<file path="src/rtl/spi_draw_command_queue.sv">
// -----------------------------------------------------------------------------
// spi_draw_command_queue
//
// Watches the byte stream coming out of spi_reader and turns every complete
// DRAW_SPRITE command into one draw request. The six data bytes that follow
// the command byte are gathered into an assembly buffer. The finished request
// is pushed into a small FIFO. The sprite renderer drains the FIFO over a
// valid/ready handshake, so SPI arrival timing is decoupled from the renderer.
//
// Ports
//   clock, reset          system clock, synchronous active-high reset
//   cs                    SPI chip select (high = idle, aborts a partial request)
//   byte_read, data       new-byte pulse and byte value from spi_reader
//   command, data_index   spi_reader decode state, valid one cycle after byte_read
//   draw_valid/ready      handshake towards the renderer
//   sprite_id, pos_x,
//   pos_y, depth          fields of the head entry (zero while the FIFO is empty)
//   fill_level            number of stored entries, 0..DEPTH
//   overflow              sticky; a finished request was dropped on a full FIFO
// -----------------------------------------------------------------------------
module spi_draw_command_queue #(
    parameter int         DEPTH               = 8,
    parameter logic [7:0] COMMAND_DRAW_SPRITE = 8'h02
) (
    input  logic                       clock,
    input  logic                       reset,
    input  logic                       cs,
    input  logic                       byte_read,
    input  logic [7:0]                 data,
    input  logic [7:0]                 command,
    input  logic [15:0]                data_index,
    output logic                       draw_valid,
    input  logic                       draw_ready,
    output logic [7:0]                 sprite_id,
    output logic [15:0]                pos_x,
    output logic [15:0]                pos_y,
    output logic [7:0]                 depth,
    output logic [$clog2(DEPTH):0]     fill_level,
    output logic                       overflow
);

    localparam int               PTR_W       = $clog2(DEPTH);
    localparam logic [PTR_W:0]   DEPTH_COUNT = (PTR_W+1)'(DEPTH);
    localparam int               SLOTS       = 5;   // byte 6 goes straight into the push

    // ------------------------------------------------------------------
    // Input alignment: spi_reader updates command/data_index one cycle
    // after byte_read, so the byte itself is delayed by one register.
    // ------------------------------------------------------------------
    logic       byte_d_reg;
    logic [7:0] data_d_reg;

    always_ff @(posedge clock) begin
        if (reset) begin
            byte_d_reg <= 1'b0;
            data_d_reg <= 8'h00;
        end else begin
            byte_d_reg <= byte_read;
            data_d_reg <= data;
        end
    end

    // ------------------------------------------------------------------
    // Assembly decode
    // ------------------------------------------------------------------
    logic assembling_reg;
    logic assembling_next;
    logic is_draw;
    logic start_req;
    logic store_byte;
    logic push_req;

    assign is_draw    = byte_d_reg && (command == COMMAND_DRAW_SPRITE);
    assign start_req  = is_draw && (data_index == 16'd0);
    assign store_byte = is_draw && assembling_reg &&
                        (data_index >= 16'd1) && (data_index <= 16'd5);
    assign push_req   = is_draw && assembling_reg && (data_index == 16'd6);

    always_comb begin
        assembling_next = assembling_reg;
        if (byte_d_reg) begin
            if (start_req)
                assembling_next = 1'b1;
            else if (push_req || !is_draw)
                assembling_next = 1'b0;
        end
        // Chip select going idle abandons whatever was half collected.
        if (cs)
            assembling_next = 1'b0;
    end

    always_ff @(posedge clock) begin
        if (reset)
            assembling_reg <= 1'b0;
        else
            assembling_reg <= assembling_next;
    end

    // One register per buffered byte; slot gi takes data byte gi+1.
    logic [7:0] slot_reg [0:SLOTS-1];

    generate
        for (genvar gi = 0; gi < SLOTS; gi++) begin : g_slot
            always_ff @(posedge clock) begin
                if (reset || start_req)
                    slot_reg[gi] <= 8'h00;
                else if (store_byte && (data_index == 16'(gi + 1)))
                    slot_reg[gi] <= data_d_reg;
            end
        end
    endgenerate

    // Entry layout, big-endian: id | x_hi | x_lo | y_hi | y_lo | depth.
    logic [47:0] push_entry;
    assign push_entry = {slot_reg[0], slot_reg[1], slot_reg[2],
                         slot_reg[3], slot_reg[4], data_d_reg};

    // ------------------------------------------------------------------
    // FIFO
    // ------------------------------------------------------------------
    logic [47:0]      mem [0:DEPTH-1];
    logic [PTR_W-1:0] wr_ptr_reg;
    logic [PTR_W-1:0] rd_ptr_reg;
    logic [PTR_W:0]   count_reg;
    logic [PTR_W:0]   count_next;
    logic             overflow_reg;
    logic             full;
    logic             pop;
    logic             push_accept;
    logic [47:0]      head;

    assign full        = (count_reg == DEPTH_COUNT);
    assign draw_valid  = (count_reg != '0);
    assign pop         = draw_valid && draw_ready;
    // A pop in the same cycle frees a slot, so a full FIFO still takes the push.
    assign push_accept = push_req && (!full || pop);

    always_comb begin
        count_next = count_reg;
        if (push_accept && !pop)
            count_next = count_reg + 1'b1;
        else if (pop && !push_accept)
            count_next = count_reg - 1'b1;
    end

    // Storage carries no reset; the outputs are masked while empty instead.
    always_ff @(posedge clock) begin
        if (push_accept)
            mem[wr_ptr_reg] <= push_entry;
    end

    always_ff @(posedge clock) begin
        if (reset) begin
            wr_ptr_reg   <= '0;
            rd_ptr_reg   <= '0;
            count_reg    <= '0;
            overflow_reg <= 1'b0;
        end else begin
            count_reg <= count_next;
            if (push_accept)
                wr_ptr_reg <= wr_ptr_reg + 1'b1;
            if (pop)
                rd_ptr_reg <= rd_ptr_reg + 1'b1;
            if (push_req && !push_accept)
                overflow_reg <= 1'b1;
        end
    end

    assign head       = draw_valid ? mem[rd_ptr_reg] : 48'h0;
    assign sprite_id  = head[47:40];
    assign pos_x      = head[39:24];
    assign pos_y      = head[23:8];
    assign depth      = head[7:0];
    assign fill_level = count_reg;
    assign overflow   = overflow_reg;

endmodule

</file>
<file path="config.mk">
export PLATFORM = sky130hd
export DESIGN_NAME = spi_draw_command_queue
export DESIGN_NICKNAME = d
export VERILOG_FILES = /design/src/rtl/spi_draw_command_queue.sv
export SDC_FILE = /design/constraint.sdc
export NUM_CORES = 1
export LEC_CHECK = 0
export CAP_MARGIN = 20
export CORE_ASPECT_RATIO = 0.8
export CORE_MARGIN = 4
export CORE_UTILIZATION = 35
export DETAILED_ROUTE_END_ITERATION = 8
export GPL_ROUTABILITY_DRIVEN = 0
export GPL_TIMING_DRIVEN = 0
export HOLD_SLACK_MARGIN = 0.06
export PLACE_DENSITY = 0.52
export SLEW_MARGIN = 20
export SYNTH_ARGS = -nofsm -noshare
export SYNTH_HDL_FRONTEND = slang
export SYNTH_SLANG_ARGS = --single-unit
export TNS_END_PERCENT = 5
</file>
<file path="constraint.sdc">
create_clock -name clock -period 18.25 [get_ports clock]
set_input_delay 3.65 -clock clock [delete_from_list [all_inputs] [get_ports clock]]
set_output_delay 3.65 -clock clock [all_outputs]
set_load 0.01 [all_outputs]
</file>
==> impl_metrics.py <==
metrics = {
    "clock_network": {
        "clkLatencyLatePin_ns": 0.55,
        "clkTransAtPathRegs_ns": 0.06,
        "cts_tree": "done",
        "clock_path_buffers": 3,
        "cts_resized": 0,
        "clock_sinks": 448,
        "cts_hold_buf": 0,
        "cts_root_buf": "clkbuf_16",
        "post_cts_buffers": 0,
        "htreeDepth": 2,
        "cts_buffers": 45,
    },
    "synth": {
        "synth_common_cells": "edfxtp_1 (424), mux4_2 (96), nor2_1 (65)",
        "synth-seq-cells": 448,
        "synthMuxAreaShare_pct": 15.5,
        "synth_compound_area_share_pct": 0.612,
        "async_flop_share_pct": 0,
        "yosysSeqAreaShare_pct": 76.1,
        "postSynthAreaPerCell_um2": 20.7,
        "ys_warn_count": 0,
        "synth_ff_type": "edfxtp_1",
        "ys_types": 46,
        "synth_top_family_by_area": "multiplexers",
        "yosysTopAreaCellShare_pct": 73.3,
        "synth_adder_area_share_pct": 0.476,
        "yosys.area.top_type": "edfxtp_1",
        "syn_area_mm2": 0.0174,
        "synth_xor_area_share_pct": 0.202,
        "synthTopCellsByArea": "edfxtp_1 (73%), mux4_2 (12%), mux2i_1 (2.9%)",
        "synth_most_common_cell": "edfxtp_1",
        "syn_inst": 837,
        "syn-num-nets": 880,
        "synth_edf_count": 424,
        "synth_simple_gate_area_share_pct": 6.16,
    },
    "global_routing": {
        "grt_use_total_pct": 14.8,
        "grt_max_degree": 20,
        "antenna_found_initial": 0,
        "gr-total-overflow": 0,
        "grt_pass1_vias": 8971,
        "grt_pass1_wl_mm": 59.5,
    },
    "final_layout": {
        "multiInputGateArea_mm2": 0.00405,
        "n_fill_cell": 4264,
        "area_delta_synth_final_pct": 21.8,
        "drive_gt1_share_pct": 23.9,
        "num_antenna_cells": 0,
        "fin_util_pct": 43.4,
        "nets": 1070,
        "largest_reg_flops": 384,
        "regArea_mm2": 0.0132,
    },
    "floorplan": {
        "initial_core_util_pct": 35.6,
        "die_y_um": 207,
        "io_pins": 91,
        "num_rows": 72,
        "coreArea_mm2": 0.0487,
        "dieArea_mm2": 0.0533,
        "die_w_um": 257,
    },
    "sta": {
        "period_minus_slack_ns": 7.44,
        "slew_violations": 0,
        "timing.final.crit_share_pct": 40.8,
        "hold_viol_final": 0,
        "tightestPinTransition_ns": 0.987,
        "setup_viol": 0,
        "relSlewSlack_pct": 34.2,
        "setup_ws_ns": 10.81,
        "skew_ns": 0.0173,
        "tns_ns": 0,
        "rsz0062_at_grt": "no",
        "max_freq_mhz": 134,
    },
    "power_and_ir_drop": {
        "p_sw_w": 0.000394,
        "power_density_mw_per_mm2": 96.9,
        "power.switching_fraction_pct": 19.2,
        "seqPwrFrac_pct": 55.4,
        "p_leak_nw": 6.68,
        "ir_drop_mv": 0.0620,
        "clockPowerShare_pct": 43.8,
        "p_comb_share_pct": 0.9,
        "internal-power_w": 0.00166,
    },
    "drt": {
        "vias": 8414,
        "viasPerCell": 4.87,
        "drt_wl_total_mm": 39.4,
        "initialDrtViolationCount": 615,
        "post_drt_wl_per_cell_um": 22.8,
        "drcViolationCount": 0,
        "ant_nets": 0,
        "drt-pass1-iter-count": 5,
    },
    "placement": {
        "pre_cts_ws_ns": 11.01,
        "hpwl_mm": 26.5,
        "numPortBuffers": 89,
    },
    "critical_path": {
        "end_kind": "output pin",
        "cp_data_required_time_ns": 14.60,
        "crit_chain": "buf_2, clkbuf_1, clkbuf_1, mux4_2, mux2i_1, nor2_1, clkdlybuf4s50_1",
        "critical-path-max-stage-delay_ns": 0.76,
        "criticalPathCategory": "reg2out",
        "crit_fanout": 10,
        "cp_data_arrival_time_ns": 3.79,
        "startpoint_type": "flop",
        "cpMostUsedCell": "clkbuf_1",
        "cp_slowest_cell": "clkbuf_1",
    },
    "flow_run": {
        "drv_cap": 0,
    },
    "min_path": {
        "hp-class": "reg2reg",
    },
    "run_status": {
        "run_status": "finished, final reports clean",
    },
}
## per-stage QoR
step | total power (W) | hold WS [ns] | std cells | area [um2]
floorplan | 0.00116 | 0.454 | 837 | 17400
global route | 0.00212 | 0.518 | 1728 | 21100
detailed placement | 0.00117 | 0.468 | 1646 | 19700
CTS | 0.00207 | 0.492 | 1728 | 21100
global placement | 0.00117 | 0.467 | 1592 | 19100
finish | 0.00205 | 0.494 | 1728 | 21100
## final timing paths
check / to / cells after the start / start / slack [ns]
worst max-delay path: pos_y[0] / 7 / flop / 10.81
worst min-delay path: rd_ptr_reg[1] / 2 / rd_ptr_reg[1] / 0.49
worst max register to register: mem[4][32] / 9 / byte_d_reg / 14.95
worst min register to register: rd_ptr_reg[1] / 2 / rd_ptr_reg[1] / 0.49
## cell families (layout without fill, tap and decap cells)
family                   Yosys count  in the layout
adder cells (fa/ha/maj)            6              6
AO/OA/AOI/OAI                     17             17
multiplexers                     148            148
XOR/XNOR                           4              4
AND/OR/NAND/NOR                  174            174
flip-flops                       448            448
buffers and inverters             40            265
## critical path, delay by kind of cell (launching register included)
kind / cells / cell delay (ns)
AND/OR/NAND/NOR: 1 / 0.08
flip-flops: 1 / 0.32
multiplexers: 2 / 0.68
buffers and inverters: 4 / 2.15
## cell usage in the layout (no fill, tap or decap), types with 3 or more instances in the layout
| master | netlist | layout |
|---|---|---|
| a21oi_1 | 5 | 5 |
| bufinv_16 | 0 | 4 |
| clkdlybuf4s50_1 | 0 | 89 |
| clkbuf_1 | 21 | 33 |
| buf_16 | 0 | 6 |
| inv_1 | 3 | 3 |
| buf_2 | 12 | 19 |
| buf_1 | 3 | 3 |
| buf_6 | 1 | 9 |
| nor2_4 | 0 | 3 |
| mux4_2 | 96 | 96 |
| buf_4 | 0 | 31 |
| mux2i_1 | 50 | 50 |
| ha_1 | 5 | 5 |
| nor4_4 | 7 | 7 |
| nand2b_1 | 6 | 6 |
| nand2_1 | 7 | 7 |
| clkinv_2 | 0 | 8 |
| nor3_2 | 0 | 4 |
| nor2_1 | 65 | 62 |
| clkinv_1 | 0 | 9 |
| and3b_1 | 3 | 3 |
| dfxtp_1 | 24 | 24 |
| edfxtp_1 | 424 | 424 |
| xor2_1 | 3 | 3 |
| nor2b_1 | 12 | 12 |
| and2_1 | 40 | 40 |
| nand4_1 | 4 | 4 |
| clkbuf_16 | 0 | 46 |
| nand3_1 | 6 | 6 |
## power by group through the flow
stage               sequential (W)  combinational, W  clock [W]
floorplan                  0.00115        0.00000537          0
global placement           0.00116         0.0000170          0
detailed placement         0.00116         0.0000180          0
CTS                        0.00114         0.0000181   0.000919
global route               0.00114         0.0000191   0.000967
finish                     0.00113         0.0000178   0.000897
## final cells by class
cell class	instances	area share [%]
Sequential cell	448	62.5
Multi-Input combinational cell	349	19.1
Timing Repair Buffer	143	6.88
Clock buffer	59	5.72
Tap cell	666	3.94
Clock inverter	23	1.03
Buffer	37	0.763
Inverter	3	0.0533
## per-layer routing
layer / GRT usage [%] / wire length [um]
met5: 0 / 0
met4: 4.21 / 931
met1: 22.2 / 18800
met3: 2.66 / 1750
met2: 22.5 / 17900
(Power assumes the default switching activity.)
